===== src/rtl/uart_tx_frame_if.sv =====
// Handshake bundle between the TX FIFO read side and the UART transmitter.
interface uart_tx_frame_if #(
    parameter int DATA_W = 8
);
    logic              iTX_VALID;
    logic [DATA_W-1:0] iTX_DATA;
    logic              oTX_READY;

    // FIFO side offers words and watches ready
    modport master (
        output iTX_VALID,
        output iTX_DATA,
        input  oTX_READY
    );

    // Transmitter side consumes words and drives ready
    modport slave (
        input  iTX_VALID,
        input  iTX_DATA,
        output oTX_READY
    );
endinterface


===== src/rtl/uart_tx_frame.sv =====
// UART transmitter: start bit, DATA_W data bits LSB first, optional parity,
// one or two stop bits. Bit timing comes from an internal clock divider.
// A new word may be accepted in the final cycle of the last stop bit, so
// frames can run back to back with no idle gap.
module uart_tx_frame #(
    parameter int CLK_DIV    = 434,
    parameter int DATA_W     = 8,
    parameter int PARITY_EN  = 0,
    parameter int PARITY_ODD = 0,
    parameter int STOP_BITS  = 1
) (
    input  logic           clk,
    input  logic           reset,
    uart_tx_frame_if.slave tx_if,
    output logic           oTX_DATA,
    output logic           oTX_BUSY,
    output logic           oTX_DONE
);
    localparam int BW = $clog2(CLK_DIV);
    localparam logic [BW-1:0] BAUD_ZERO = BW'(0);
    localparam logic [BW-1:0] BAUD_ONE  = BW'(1);
    localparam logic [BW-1:0] BAUD_LAST = BW'(CLK_DIV - 1);
    // one cycle before the bit ends; used to register DONE ahead of time
    localparam logic [BW-1:0] BAUD_PRE  = BW'(CLK_DIV - 2);
    localparam logic [3:0]    DATA_LAST = 4'(DATA_W - 1);
    localparam logic [3:0]    STOP_LAST = 4'(STOP_BITS - 1);
    localparam logic          ODD_SEL   = (PARITY_ODD != 0);

    typedef enum logic [2:0] {
        ST_IDLE   = 3'd0,
        ST_START  = 3'd1,
        ST_DATA   = 3'd2,
        ST_PARITY = 3'd3,
        ST_STOP   = 3'd4
    } state_t;

    state_t            state_q;
    logic [BW-1:0]     baud_q;
    logic [3:0]        bit_q;
    logic [DATA_W-1:0] shift_q;
    logic              par_q;
    logic              line_q;
    logic              busy_q;
    logic              done_q;

    logic last_stop_s;
    logic end_of_frame_s;
    logic ready_s;
    logic accept_s;

    // Even parity is the XOR of the data bits; odd parity inverts it.
    function automatic logic calc_parity(input logic [DATA_W-1:0] d, input logic odd);
        calc_parity = (^d) ^ odd;
    endfunction

    assign last_stop_s    = (state_q == ST_STOP) && (bit_q == STOP_LAST);
    assign end_of_frame_s = last_stop_s && (baud_q == BAUD_LAST);
    // ready is gated by reset so nothing is accepted while reset is held
    assign ready_s        = reset && ((state_q == ST_IDLE) || end_of_frame_s);
    assign accept_s       = tx_if.iTX_VALID && ready_s;

    assign tx_if.oTX_READY = ready_s;
    assign oTX_DATA        = line_q;
    assign oTX_BUSY        = busy_q;
    assign oTX_DONE        = done_q;

    // Frame FSM: baud divider, bit counting, shifting and registered line/busy/done.
    always_ff @(posedge clk) begin
        if (!reset) begin
            state_q <= ST_IDLE;
            baud_q  <= BAUD_ZERO;
            bit_q   <= 4'd0;
            shift_q <= '0;
            par_q   <= 1'b0;
            line_q  <= 1'b1;
            busy_q  <= 1'b0;
            done_q  <= 1'b0;
        end else begin
            done_q <= 1'b0;
            if (accept_s) begin
                shift_q <= tx_if.iTX_DATA;
                par_q   <= calc_parity(tx_if.iTX_DATA, ODD_SEL);
                state_q <= ST_START;
                baud_q  <= BAUD_ZERO;
                bit_q   <= 4'd0;
                line_q  <= 1'b0;
                busy_q  <= 1'b1;
            end else if (state_q == ST_IDLE) begin
                baud_q <= BAUD_ZERO;
                line_q <= 1'b1;
                busy_q <= 1'b0;
            end else if (baud_q != BAUD_LAST) begin
                baud_q <= baud_q + BAUD_ONE;
                // next cycle is the final cycle of the frame
                done_q <= last_stop_s && (baud_q == BAUD_PRE);
            end else begin
                baud_q <= BAUD_ZERO;
                case (state_q)
                    ST_START: begin
                        state_q <= ST_DATA;
                        bit_q   <= 4'd0;
                        line_q  <= shift_q[0];
                    end
                    ST_DATA: begin
                        if (bit_q == DATA_LAST) begin
                            bit_q <= 4'd0;
                            if (PARITY_EN != 0) begin
                                state_q <= ST_PARITY;
                                line_q  <= par_q;
                            end else begin
                                state_q <= ST_STOP;
                                line_q  <= 1'b1;
                            end
                        end else begin
                            bit_q   <= bit_q + 4'd1;
                            shift_q <= shift_q >> 1;
                            line_q  <= shift_q[1];
                        end
                    end
                    ST_PARITY: begin
                        state_q <= ST_STOP;
                        bit_q   <= 4'd0;
                        line_q  <= 1'b1;
                    end
                    ST_STOP: begin
                        line_q <= 1'b1;
                        if (bit_q == STOP_LAST) begin
                            // end of frame with no new word waiting
                            state_q <= ST_IDLE;
                            bit_q   <= 4'd0;
                            busy_q  <= 1'b0;
                        end else begin
                            bit_q <= bit_q + 4'd1;
                        end
                    end
                    default: begin
                        state_q <= ST_IDLE;
                        bit_q   <= 4'd0;
                        line_q  <= 1'b1;
                        busy_q  <= 1'b0;
                    end
                endcase
            end
        end
    end
endmodule

===== src/flat_wrapper.sv =====
// flat-port wrapper written by rule: the top's interface ports become plain ports
module uart_tx_frame_flat 
#(
    parameter int CLK_DIV    = 434,
    parameter int DATA_W     = 8,
    parameter int PARITY_EN  = 0,
    parameter int PARITY_ODD = 0,
    parameter int STOP_BITS  = 1
)
  (clk, reset, oTX_DATA, oTX_BUSY, oTX_DONE, tx_if_iTX_VALID, tx_if_iTX_DATA, tx_if_oTX_READY);
  uart_tx_frame_if #(.DATA_W(DATA_W)) tx_if_i ();
  input  logic clk;
  input  logic reset;
  output logic oTX_DATA;
  output logic oTX_BUSY;
  output logic oTX_DONE;
  input wire logic [$bits(tx_if_i.iTX_VALID)-1:0] tx_if_iTX_VALID;
  input wire logic [$bits(tx_if_i.iTX_DATA)-1:0] tx_if_iTX_DATA;
  output wire logic [$bits(tx_if_i.oTX_READY)-1:0] tx_if_oTX_READY;
  assign tx_if_i.iTX_VALID = tx_if_iTX_VALID;
  assign tx_if_i.iTX_DATA = tx_if_iTX_DATA;
  assign tx_if_oTX_READY = tx_if_i.oTX_READY;
  uart_tx_frame #(.CLK_DIV(CLK_DIV), .DATA_W(DATA_W), .PARITY_EN(PARITY_EN), .PARITY_ODD(PARITY_ODD), .STOP_BITS(STOP_BITS)) u_core (.clk(clk), .reset(reset), .tx_if(tx_if_i), .oTX_DATA(oTX_DATA), .oTX_BUSY(oTX_BUSY), .oTX_DONE(oTX_DONE));
endmodule

===== config.mk =====
export PLATFORM = sky130hd
export DESIGN_NAME = uart_tx_frame_flat
export DESIGN_NICKNAME = d
export VERILOG_FILES = /design/src/rtl/uart_tx_frame_if.sv /design/src/rtl/uart_tx_frame.sv /design/src/flat_wrapper.sv
export SDC_FILE = /design/constraint.sdc
export NUM_CORES = 1
export LEC_CHECK = 0
export BUFFER_PORTS_ARGS = -buffer_cell sky130_fd_sc_hd__buf_4
export CAP_MARGIN = 30
export CORE_AREA = 2 2 51 76
export DETAILED_ROUTE_END_ITERATION = 16
export DIE_AREA = 0 0 53 78
export GPL_ROUTABILITY_DRIVEN = 1
export HOLD_SLACK_MARGIN = 0.02
export PLACE_DENSITY = 0.62
export SETUP_SLACK_MARGIN = 0.05
export SLEW_MARGIN = 15
export SYNTH_ARGS = -nofsm -noshare
export SYNTH_HDL_FRONTEND = slang
export SYNTH_SLANG_ARGS = --single-unit

===== constraint.sdc =====
create_clock -name clk -period 5 [get_ports clk]
set_input_delay 0.25 -clock clk [delete_from_list [all_inputs] [get_ports clk]]
set_output_delay 0.25 -clock clk [all_outputs]
set_load 0.01 [all_outputs]

; Word level (Yosys, flattened, before mapping)
; Cells that the tools add are included.
[op_classes]
add_sub_neg = 2
n_eq_ne = 18
muxes = 24
bitwise = 3
reduce_logical = 17
[ops]
columns = cell, n
row1 = 8-bit 2-to-1 mux, 5
row2 = "9-bit == test, second input constant", 2
row3 = 3-bit case mux with 4 select lines, 1
row4 = 4-bit AND reduction, 3
row5 = 1-bit 2-to-1 mux, 11
row6 = "9-bit by 1-bit adder with 9-bit output, second input constant", 1
row7 = "3-bit by 1-bit inequality test with 1-bit output, second input constant", 3
row8 = "9-bit inequality test, second input constant", 1
row9 = 4-bit 2-to-1 mux, 2
row10 = "2-bit by 1-bit inequality test with 1-bit output, second input constant", 4
row11 = 4-bit case mux with 2 select lines, 1
row12 = "3-bit by 2-bit == test with 1-bit output, second input constant", 2
row13 = 3-bit 2-to-1 mux, 2
row14 = 1-bit logical AND, 5
row15 = "4-bit by 1-bit adder with 4-bit output, second input constant", 1
row16 = "4-bit by 3-bit == test with 1-bit output, second input constant", 1
row17 = 4-bit zero test, 1
row18 = "4-bit by 3-bit inequality test with 1-bit output, second input constant", 1
row19 = 1-bit case mux with 2 select lines, 2
row20 = 4-bit OR reduction, 1
row21 = "3-bit by 1-bit == test with 1-bit output, second input constant", 1
row22 = "3-bit == test, second input constant", 1
row23 = 3-bit zero test, 1
row24 = "3-bit by 2-bit inequality test with 1-bit output, second input constant", 1
row25 = 8 further kinds, 10
[word_totals]
register_bits = 27
inputBits = 11
out_inout_bits = 4
elab_cells = 72

; Logic depth before layout (Yosys ltp)
[logic_depth]
ltp_word = 8
ltp_mapped = 9

; Least setup slack after synthesis
; Ideal clock, no wire load.
[synth_path]
path_type = flip-flop to flip-flop
start = register u_core.baud_q[0]
end = register u_core.shift_q[7]
arrival_time_ps = 1971
slack_ps = 2914
stages_incl_launch_ff = 8
path_buffers = 1
synth_period_minus_slack_ps = 2086
cell_sequence = dfxtp_1 -> ha_1 -> nand4bb_1 -> nor2_1 -> or4b_2 -> buf_2 -> and3_1 -> o21a_1
[synth_via]
elab_chain_len = 7
[synth_lines]
columns = item, line
row1 = from (decl), uart_tx_frame.sv:38  ; logic [BW-1:0] baud_q;
row2 = from (signal assigned), uart_tx_frame.sv:93  ; baud_q <= baud_q + BAUD_ONE;
row3 = 9-bit == test, uart_tx_frame.sv:57  ; assign end_of_frame_s = last_stop_s && (baud_q == BAUD_LAST);
row4 = 1-bit logical AND, uart_tx_frame.sv:57
row5 = 1-bit logical OR, uart_tx_frame.sv:59  ; assign ready_s = reset && ((state_q == ST_IDLE) || end_of_frame_s);
row6 = 1-bit logical AND, uart_tx_frame.sv:59
row7 = 1-bit logical AND, uart_tx_frame.sv:60  ; assign accept_s = tx_if.iTX_VALID && ready_s;
row8 = 2-bit by 1-bit inequality test with 1-bit output (no line) or 2-bit nonzero test (tied branches), n/a
row9 = 4-bit AND reduction (no line), n/a
row10 = to (signal assigned), uart_tx_frame.sv:81  ; shift_q <= tx_if.iTX_DATA;
row11 = to (signal assigned), uart_tx_frame.sv:116  ; shift_q <= shift_q >> 1;
row12 = to (decl), uart_tx_frame.sv:40  ; logic [DATA_W-1:0] shift_q;
; Several ways; a longest one is shown, not always the timed one.
; A chain may end at the register's enable or synchronous reset.

; Worst setup path in the final report
[layout_path]
start = register u_core.bit_q[0]
end = register u_core.state_q[1]
[layout_via]
elab_chain_len = 7
[layout_lines]
columns = item, line
row1 = from (decl), uart_tx_frame.sv:39  ; logic [3:0] bit_q;
row2 = from (signal assigned), uart_tx_frame.sv:115  ; bit_q <= bit_q + 4'd1;
row3 = from (signal assigned), uart_tx_frame.sv:133  ; bit_q <= bit_q + 4'd1;
row4 = 4-bit zero test, "uart_tx_frame.sv:56, uart_tx_frame.sv:127"
row5 = 1-bit logical AND, uart_tx_frame.sv:56  ; assign last_stop_s = (state_q == ST_STOP) && (bit_q == STOP_LAST);
row6 = 1-bit logical AND, uart_tx_frame.sv:57
row7 = 1-bit logical OR, uart_tx_frame.sv:59
row8 = 1-bit logical AND, uart_tx_frame.sv:59
row9 = 1-bit logical AND, uart_tx_frame.sv:60
row10 = 2-bit OR reduction (no line), n/a
row11 = to (signal assigned), uart_tx_frame.sv:70  ; state_q <= ST_IDLE;
row12 = to (signal assigned), uart_tx_frame.sv:83  ; state_q <= ST_START;
row13 = to (signal assigned), uart_tx_frame.sv:100  ; state_q <= ST_DATA;
row14 = to (decl), uart_tx_frame.sv:37  ; state_t state_q;
; Several ways; a longest one is shown, not always the timed one.

==> reports/results.txt <==
Share of total power in sequential cells = 0.591
Setup WS post-layout = 2.66 ns
Max Cap Viol = 0
WS Path Type = flip-flop to flip-flop
Met2 usage = 0.265
Worst Max-Slew Pin Slew = 0.632 ns
Cts hold-fix bufs = 0
Starting Density = 0.399
Synth top cells by count = dfxtp_1, nor2_1, a21oi_1, nand2_1, o21ai_0
Final WL = 2.73 mm
Count of different cell masters after synthesis = 40
Worst EP arrival = 2.54 ns
Met3 Resource Use GR = 0.0192
# rows = 26
Tcrit/Tclk final = 0.468
Grt met1 use = 0.165
Cells after Synth = 158
Post-synthesis sequential area ratio = 0.397
Layout area overhead = 11.7%
Die X = 53 um
Main synth FF type = dfxtp_1
Worst IR Drop VDD = 0.000160 V
Worst Skew = 0.00162 ns
# nets final = 185
Routability Congestion = 0.810
Cell taking the most area after synthesis = dfxtp_1
Unrepaired setup endpoints after global routing = false
Layout cell share with drive strength beyond 1 = 0.143
Clock Power Share = 0.308
Most frequent cell after synthesis = dfxtp_1
CTS tree = done
Post-synth top area share = 0.397
Fmax achieved = 428 MHz
# IOs = 15
Pre-CTS setup slack = 2.69 ns
First-pass GRT wire length = 4.69 mm
Clock Latency Late Sink = 0.27 ns
Synth area leaders = dfxtp_1, mux2i_1, ha_1, nor2_1, a21oi_1
Post-CTS sizing = 0
Crit end category = flip-flop
Worst EP required = 5.20 ns
Count of flip-flops with a built-in enable after synthesis = 0
Most Used Layer, Global Route = met2
Via count = 1,132
Net Count, Synth = 174
CTS root buffer = clkbuf_8
Leakage power = 0.595 nW
Crit path cell chain = inv_1 -> ha_1 -> nor3b_1 -> o32ai_1 -> or2_4 -> or4b_1 -> a21oi_1
Flops & latches, synth = 27
CP startpoint kind = flip-flop
Status = complete, no violations
CTS HTree Levels = 1
CTS Buf Count = 3
DRC viols = 0
Worst Path Max Fanout = 6
Die area = 4130 sq um
Final hold vios = 0
Antenna-violating nets left = 0
Worst-path clk slew = 0.09 ns
Placed Instance Area = 1470 sq um
N_diodes = 0
P per Cell Area = 257 nW/um^2
Yosys Warn Count = 0
Ys async rst share = 0
Mapped Area = 1360 sq um
Final min period = 2.34 ns
Comb power frac = 0.100
TritonCTS Sinks = 27
PortBufs = 14
Int Pwr = 298 uW
Vias in the first global route = 1,102
Cell area after layout = 1520 sq um
Post-CTS setup buffer count = 0
Sw frac = 0.237
Slowest-stage cell, CP = nor3b_1
Clk buf depth = 2
GR Overflow Total = 0
Hold/Removal Path Class = input port to flip-flop
Initial DRC Count = 9
Final setup fails = 0
CP max stage delay = 0.53 ns
NetSw = 92.4 uW
Largest net degree at the start of global routing = 21
Overall routing resource usage = 0.147
Chip Height = 78 um
Via density = 5.39
WL/cell = 13.0 um
Detailed placer's ending HPWL = 2.09 mm
TNS Setup = 0 ns
Slew HR = 0.578
Syn_area_per_cell = 8.62 sq um
First-pass DRT Iterations = 4
Core area = 3420 sq um
Initial antenna violation count = 0
Final Max Slew Viols = 0
sequential cells by signal, indices dropped and copies added, names as in the netlist:
signal and cells:
u_core.shift_q 8, u_core.oTX_DONE 1, u_core.state_q 3, u_core.oTX_BUSY 1
u_core.baud_q 9, u_core.oTX_DATA 1, u_core.bit_q 4
cells in the final DEF, fill, tap and decap left out, types with 2 or more instances in the layout:
master,Yosys,final
o21a_1,2,2
xor2_1,2,2
inv_1,7,7
ha_1,5,5
dfxtp_1,27,27
buf_4,0,15
nand3_1,10,10
nand4bb_1,2,2
nor2b_1,2,2
a21oi_1,11,11
nand4_1,2,2
xnor2_1,6,6
o21ai_0,11,11
mux2i_1,7,7
nand2_1,11,11
and3_1,5,5
nor2_1,16,16
a31oi_1,2,2
or4b_2,2,2
clkbuf_8,0,3
final timing paths:
check                                             startpoint                        endpoint  slack [ns]  cells after the start
worst min-delay path                                   reset    u_core.oTX_DATA$_SDFFE_PN1P_        0.25                      2
worst max register to register  u_core.bit_q[0]$_SDFFE_PP0P_  u_core.state_q[1]$_SDFFE_PP0P_        2.66                      7
worst min register to register  u_core.oTX_BUSY$_SDFFE_PN0P_    u_core.oTX_BUSY$_SDFFE_PN0P_        0.48                      2
worst max-delay path            u_core.bit_q[0]$_SDFFE_PP0P_  u_core.state_q[1]$_SDFFE_PP0P_        2.66                      7
routing by layer:
layer | vias to the layer above | part of all wire
met3 | 6 | 0.011
met4 | 0 | 0.014
met1 | 540 | 0.41
li1 | 577 | -
met5 | - | 0
met2 | 9 | 0.57
cells by family (layout without fill, tap and decap cells):
group	count (synthesis)	in the layout	synth area share
XOR/XNOR	8	8	0.0515
AND/OR/NAND/NOR	64	64	0.266
AO/OA/AOI/OAI	31	31	0.131
flip-flops	27	27	0.397
buffers and inverters	16	26	0.0579
multiplexers	7	7	0.0515
adder cells (fa/ha/maj)	5	5	0.0460
cell type report:
class / count / area, sq um
clock buffer: 3 / 41.3
timing repair buffer: 15 / 113
multi-input combinational: 115 / 742
tap: 42 / 52.6
clock inverter: 1 / 5.00
sequential: 27 / 541
fill: 354 / 1900
inverter: 7 / 26.3
critical path: cells and delay by family, from the launching register on:
family	cells	cell delay, ns
fa+ha+maj	1	0.13
flops	1	0.35
simple gates	3	1.31
buf+inv	1	0.07
compound gates	2	0.43
power by group through the flow:
| stage | combinational (mW) | sequential (mW) | clock, mW |
|---|---|---|---|
| finish | 0.0392 | 0.231 | 0.120 |
| global route | 0.0431 | 0.232 | 0.137 |
| CTS | 0.0397 | 0.231 | 0.126 |
| detailed placement | 0.0395 | 0.236 | 0 |
| global placement | 0.0381 | 0.235 | 0 |
| floorplan | 0.0265 | 0.233 | 0 |
metrics by stage:
stage,power (mW),cells,utilization,hold slack [ns]
floorplan,0.259,158,-,0.388
global placement,0.273,206,0.432,0.457
detailed placement,0.275,206,0.432,0.466
CTS,0.396,210,0.445,0.247
global route,0.412,210,0.445,0.246
finish,0.390,210,0.445,0.252
(Power assumes the default switching activity.)
